==> src/rtl/register_file_32.sv <==
// register_file_32: 2**ADDR_W x WIDTH register file with two combinational
// read ports and one clocked write port. Register 0 always reads as zero.
//
// Ports:
//   clk    - clock; writes happen on the rising edge
//   reset  - asynchronous, active-low; clears every register
//   we     - write enable
//   wa, wd - write address / write data
//   ra1    - read address, port 1; rd1 is its read data (combinational)
//   ra2    - read address, port 2; rd2 is its read data (combinational)
//
// Build option: define REGFILE_BYPASS_EN to forward wd to a read port whose
// address matches a pending non-zero write in the same cycle.
module register_file_32 #(
   parameter int unsigned WIDTH  = 32,
   parameter int unsigned ADDR_W = 5
) (
   input  logic              clk,
   input  logic              reset,
   input  logic              we,
   input  logic [ADDR_W-1:0] wa,
   input  logic [WIDTH-1:0]  wd,
   input  logic [ADDR_W-1:0] ra1,
   input  logic [ADDR_W-1:0] ra2,
   output logic [WIDTH-1:0]  rd1,
   output logic [WIDTH-1:0]  rd2
);

   localparam int unsigned NREGS = 2 ** ADDR_W;

   logic [WIDTH-1:0] regs [NREGS];

   // Write port; address 0 is never written so r0 stays zero.
   always_ff @(posedge clk or negedge reset) begin
      if (!reset) begin
         for (int i = 0; i < int'(NREGS); i++) begin
            regs[i] <= '0;
         end
      end else if (we && (wa != '0)) begin
         regs[wa] <= wd;
      end
   end

`ifdef REGFILE_BYPASS_EN
   // A live write to a non-zero address that is not held in reset.
   logic wr_live_c;
   assign wr_live_c = we && reset && (wa != '0);

   // Read port 1 with write-through forwarding.
   always_comb begin
      rd1 = regs[ra1];
      if (ra1 == '0) begin
         rd1 = '0;
      end else if (wr_live_c && (ra1 == wa)) begin
         rd1 = wd;
      end
   end

   // Read port 2 with write-through forwarding.
   always_comb begin
      rd2 = regs[ra2];
      if (ra2 == '0) begin
         rd2 = '0;
      end else if (wr_live_c && (ra2 == wa)) begin
         rd2 = wd;
      end
   end
`else
   // Read port 1 shows stored contents only.
   always_comb begin
      rd1 = regs[ra1];
      if (ra1 == '0) begin
         rd1 = '0;
      end
   end

   // Read port 2 shows stored contents only.
   always_comb begin
      rd2 = regs[ra2];
      if (ra2 == '0) begin
         rd2 = '0;
      end
   end
`endif

endmodule

==> config.mk <==
export PLATFORM = sky130hd
export DESIGN_NAME = register_file_32
export DESIGN_NICKNAME = d
export VERILOG_FILES = /design/src/rtl/register_file_32.sv
export SDC_FILE = /design/constraint.sdc
export NUM_CORES = 2
export LEC_CHECK = 0
export CAP_MARGIN = 20
export CORE_MARGIN = 10
export CORE_UTILIZATION = 40
export DETAILED_ROUTE_END_ITERATION = 10
export PLACE_DENSITY = 0.53
export SLEW_MARGIN = 40
export SYNTH_ARGS = -nofsm -noshare
export SYNTH_HDL_FRONTEND = slang
export SYNTH_SLANG_ARGS = --single-unit
==> constraint.sdc <==
create_clock -name clk -period 7.05 [get_ports clk]
set_clock_uncertainty 0.05 [all_clocks]
set_input_delay 2.115 -clock clk [delete_from_list [all_inputs] [get_ports clk]]
set_output_delay 2.115 -clock clk [all_outputs]
set_load 0.01 [all_outputs]
======== Word level (Yosys, flattened, before mapping) ========
Index checks and enable logic that the tools add are counted.
operators by class
  multiplexer cells ....................... 11
  reduce and logical (&&, ||, !) cells .... 5
  magnitude comparators ................... 4
  bitwise gates (word level) .............. 3
operator list
  cell                                                                          count
  1024-bit bitwise mux                                                          1
  32-bit binary-select mux with 5-bit select                                    2
  32-bit two-way mux                                                            7
  32-bit demux with 5-bit select                                                1
  6-bit greater-or-equal comparator, second input constant                      3
  5-bit NOT with 6-bit output                                                   3
  5-bit zero test                                                               2
  6-bit by 1-bit less-than comparator with 1-bit output, second input constant  1
  5-bit nonzero test                                                            1
  1-bit logical AND                                                             2
word-level totals
  input port bits ......................... 50
  bits in registers ....................... 1024

======== Logic depth before layout (Yosys ltp) ========
  depth after elaboration ................. 6
  mapped depth ............................ 7
  gate-level depth less buffers ........... 4

======== Worst setup path before layout ========
Ideal clock, no wire load.
  path type ............................... input to output
  from .................................... input ra2[1]
  to ...................................... output rd2[31]
  required time ........................... 4885 ps
  stages .................................. 6
  path slack .............................. 1327 ps
  arrival time ............................ 3558 ps
  cell sequence ........................... buf_2 -> buf_2 -> mux4_2 -> mux2_2 -> o21ai_0 -> a311oi_1
between the ends
  word-level cells in the longest chain between the ends .. 5
  elaborated cells on any way between the ends .. 6
ends and longest elaborated chain
  element                                                line  source
  start: declaration                                     24    input logic [ADDR_W-1:0] ra2,
  5-bit NOT with 6-bit output (implied by the code)      79    rd2 = regs[ra2];
  32-bit binary-select mux with 5-bit select             79
  32-bit two-way mux (implied by the code) (2 in a row)  79
  32-bit two-way mux *                                   80    if (ra2 == '0) begin
  end: declaration                                       26    output logic [WIDTH-1:0] rd2
Every way passes the cells marked *; elsewhere a longest branch is shown, timed or not. The select of a mux whose other input is x is not followed.

======== Worst setup path after layout ========
  from .................................... input ra1[2]
  to ...................................... output rd1[25]
between the ends
  word-level cells in the longest chain between the ends .. 5
  elaborated cells on any way between the ends .. 6
ends and longest elaborated chain
  element                                                line  source
  start: declaration                                     23    input logic [ADDR_W-1:0] ra1,
  5-bit NOT with 6-bit output (implied by the code)      71    rd1 = regs[ra1];
  32-bit binary-select mux with 5-bit select             71
  32-bit two-way mux (implied by the code) (2 in a row)  71
  32-bit two-way mux *                                   72    if (ra1 == '0) begin
  end: declaration                                       25    output logic [WIDTH-1:0] rd1,
Marks and branches as above.

==> qor_table.md <==
| Metric | This run |
|---|---|
| Buffer levels on the longest clock path | 3 |
| EDFF count, synth | 0 |
| Via count normalized by instance count | 6.49 |
| Clock root cell | sky130_fd_sc_hd__clkbuf_16 |
| Worst Hold Margin | 0.348 ns |
| Cell depth of the worst flop-to-flop path | 1 |
| Slew of the pin with the lowest slew margin | 0.893 ns |
| First-pass GRT wire length | 286000 um |
| Worst-case headroom to the max-slew limit | 40.5% |
| M1 WL | 83300 um |
| Initial cell density of the core | 40.2% |
| Max_cap viols | 0 |
| Horizontal die dimension | 389 um |
| Most flop-heavy register | regs |
| Total via count in the routed design | 36000 |
| Register-to-register setup slack | 6.18 ns |
| Number of failing hold endpoints at the final stage | 0 |
| Number of placed I/O pins | 114 |
| Library cells used by synthesis | 34 |
| Count of input and output buffers | 113 |
| Total number of nets in the final design | 3710 |
| Total power draw | 18.0 mW |
| Via count of the first global-routing pass | 38500 |
| Routed wire length | 199000 um |
| Hold Crit Endpoint | regs[999] |
| Total half-perimeter wirelength after legalization and detailed placement | 120000 um |
| Final setup violation count | 2 |
| Run status | complete, but fails checks |
| Initial drt markers | 3581 |
| Slack of the critical path | -0.0513 ns |
| Nature of the critical path endpoint | primary output |
| Most instantiated flip-flop cell in the synthesis netlist | sky130_fd_sc_hd__dfrtp_1 |
| Length of routed met2 wiring | 91100 um |
| HP Class | flip-flop to flip-flop |
| Terminus of the critical flop-to-flop path | regs[822] |
| Number of antenna violations at the first check in global routing | 13 |
| Avg Synthesized Cell Area | 15.0 um^2 |
| Sum of overflow across all layers after global routing | 0 |
| Class of the most critical setup path | input pin to primary output |
| Fmax | 141 MHz |
| Synthesized net count | 3671 |
| Post-Synthesis Cells | 3621 |
| Share of flip-flops with an asynchronous set or reset | 100% |
| Register bit total from synthesis | 1024 |
| Startpoint of the tightest hold check path | regs[999] |
| Number of instances on the worst hold path | 0 |
| Pins over their slew limit | 0 |
| CTS tree | built |
| Leading registers by flop count | regs: 1024 flops |
| Met3 wirelength from detailed routing | 15200 um |
| Area grow syn2layout | 15.7% |
| Reported leakage power | 26.7 nW |
| Global placer's final weighted congestion | 0.824 |
| Unrepaired setup endpoints after global routing | false |
| Crit path time final | 7.10 ns |
| Crit path required time | 4.89 ns |
| Clock network latency to the later pin of the worst-skew pair | 0.74 ns |
| Proportion of layout cells with a drive suffix above 1 | 53.9% |
| Crit Reg-Reg Startpoint | regs[822] |
| Placed Area | 58600 um^2 |
| Total global routing track utilization | 25.9% |
| Netlist area before placement | 54400 um^2 |
| Data arrival at the endpoint of the critical path | 4.94 ns |
| 1st-pass router iterations | 5 |
| Die area | 151000 um^2 |
| H-Tree Depth | 3 |
| Worst supply voltage drop on vdd | 0.185 mV |
| Final design area excluding fillers | 62900 um^2 |
| Core Area | 135000 um^2 |
| Clock input transition at the sequential cells of the worst setup and hold paths | 0.05 ns |
| Max Fanout on Critical Path | 36 |
| TritonCTS sink count | 1024 |
| Number of DRC violations after detailed routing | 0 |
| Routed wire per std cell | 35.8 um |
| Chip height | 389 um |
| Startpoint type of the worst setup path | input pin |
| Failing checks | negative setup slack |
| Largest net degree at the start of global routing | 161 |
| Period utilisation layout | 101% |
| Sequential element share of the synthesized area | 47.1% |
| Antenna-violating nets left | 0 |
| P per Cell Area | 287 nW/um^2 |
| CTS Buf Count | 118 |
| Number of placement rows | 135 |
| Number of flip-flops under the largest register name | 1024 |
| Top layer reached by signal wires | met5 |
| Count of yosys warnings during synthesis | 0 |
-- cell usage in the layout, fill, tap and decap left out, types with 18 or more instances in the layout --
cell and count:
sky130_fd_sc_hd__o21ai_0 101, sky130_fd_sc_hd__a211oi_1 63, sky130_fd_sc_hd__mux2i_1 128, sky130_fd_sc_hd__nand2_1 38, sky130_fd_sc_hd__clkbuf_16 121, sky130_fd_sc_hd__mux4_2 448
sky130_fd_sc_hd__nor2b_1 64, sky130_fd_sc_hd__a22oi_1 64, sky130_fd_sc_hd__dfrtp_1 1024, sky130_fd_sc_hd__buf_12 62, sky130_fd_sc_hd__buf_4 160, sky130_fd_sc_hd__clkinv_2 20
sky130_fd_sc_hd__mux2_2 1046, sky130_fd_sc_hd__buf_2 36, sky130_fd_sc_hd__o2111ai_1 18, sky130_fd_sc_hd__a221oi_1 46, sky130_fd_sc_hd__clkbuf_1 27, sky130_fd_sc_hd__clkbuf_8 39
sky130_fd_sc_hd__clkdlybuf4s50_1 70, sky130_fd_sc_hd__a311oi_1 57
-- cell type report --
cell class | instances | area [um^2]
timing repair buffer | 351 | 3730
fill | 11600 | 72400
tap | 1781 | 2230
sequential | 1024 | 25600
clock inverter | 36 | 463
multi-input combinational | 2163 | 27100
inverter | 2 | 12.5
clock buffer | 187 | 3670
antenna | 4 | 10.0
-- metal layers --
metal,global-route usage (%),up-vias
met5,0,-
met4,11.1,6
met3,5.41,462
met2,40.1,1610
met1,35.2,19800
li1,-,14100
-- synthesized netlist by cell type (2+ instances only) --
library cell / instances / area share (%)
sky130_fd_sc_hd__nand2_1: 49 / 0.34
sky130_fd_sc_hd__buf_4: 31 / 0.43
sky130_fd_sc_hd__mux2_1: 10 / 0.21
sky130_fd_sc_hd__or4_1: 2 / 0.028
sky130_fd_sc_hd__buf_1: 7 / 0.048
sky130_fd_sc_hd__o21ai_1: 9 / 0.083
sky130_fd_sc_hd__nor3_1: 3 / 0.028
sky130_fd_sc_hd__o21ai_0: 101 / 0.93
sky130_fd_sc_hd__nand4b_1: 3 / 0.048
sky130_fd_sc_hd__nor2_1: 19 / 0.13
sky130_fd_sc_hd__inv_1: 2 / 0.014
sky130_fd_sc_hd__mux2_2: 1046 / 22
sky130_fd_sc_hd__mux2i_1: 128 / 2.4
sky130_fd_sc_hd__buf_2: 172 / 1.6
sky130_fd_sc_hd__a22oi_1: 64 / 0.88
sky130_fd_sc_hd__nor2b_1: 71 / 0.82
sky130_fd_sc_hd__a211oi_1: 64 / 0.88
sky130_fd_sc_hd__mux4_2: 448 / 19
sky130_fd_sc_hd__or2_2: 2 / 0.023
sky130_fd_sc_hd__a311oi_1: 64 / 1.0
sky130_fd_sc_hd__a221oi_1: 46 / 0.74
sky130_fd_sc_hd__nor3b_1: 2 / 0.028
sky130_fd_sc_hd__clkbuf_1: 221 / 1.5
sky130_fd_sc_hd__o2111ai_1: 18 / 0.29
sky130_fd_sc_hd__dfrtp_1: 1024 / 47
sky130_fd_sc_hd__nand2b_1: 5 / 0.058
sky130_fd_sc_hd__or3_1: 3 / 0.035
-- how the worst max path moves through the flow --
stage              end   start  cells past startpoint
2_1_floorplan  rd2[31]  ra2[1]                      6
3_3_place_gp   rd1[26]  ra1[3]                      8
3_5_place_dp   rd1[26]  ra1[3]                      8
4_1_cts        rd1[26]  ra1[3]                      8
5_1_grt        rd2[10]  ra2[0]                      8
6_report       rd1[25]  ra1[2]                      8
-- repair_timing --
| action | 4_1_cts | 5_1_grt |
|---|---|---|
| hold buffers | 0 | 0 |
| setup endpoints to repair | 8 | 4 |
| setup buffers | 0 | 0 |
| gates resized for setup | 8 | 4 |
-- critical path, cell delays in order --
cell                              delay [ns]
sky130_fd_sc_hd__buf_8                  0.41
sky130_fd_sc_hd__buf_12                 0.33
sky130_fd_sc_hd__mux4_2                 0.34
sky130_fd_sc_hd__mux2_2                 0.26
sky130_fd_sc_hd__o21ai_0                0.52
sky130_fd_sc_hd__a311oi_2               0.15
sky130_fd_sc_hd__buf_4                  0.22
sky130_fd_sc_hd__clkdlybuf4s50_1        0.48
-- metrics by stage --
step | TNS (ns) | std cells | util, % | setup WS (ns)
3_3_place_gp | -0.324 | 5311 | 43.2 | -0.150
2_1_floorplan | 0 | 3621 | - | 1.33
6_report | -0.0559 | 5548 | 46.5 | -0.0513
3_5_place_dp | -0.326 | 5316 | 43.3 | -0.173
4_1_cts | 0 | 5539 | 46.4 | 0.0138
5_1_grt | 0 | 5545 | 46.5 | 0.00104
-- logic make-up (layout without fill, tap and decap cells) --
logic type	count (synthesis)	count (layout)	synth area share [%]
AO/OA/AOI/OAI	366	366	4.84
other	0	4	0
multiplexers	1632	1632	42.8
buffers and inverters	434	576	3.61
flip-flops	1024	1024	47.1
AND/OR/NAND/NOR	165	165	1.61
-- report_power, final --
| group | total (mW) | internal (mW) | leakage (nW) | switching [mW] |
|---|---|---|---|---|
| logic | 3.69 | 2.19 | 11.6 | 1.50 |
| registers | 7.85 | 7.00 | 13.1 | 0.852 |
| clock network | 6.50 | 3.91 | 2.05 | 2.59 |
| total | 18.0 | 13.1 | 26.7 | 4.93 |
No activity file was read; power rests on OpenSTA's default activity.
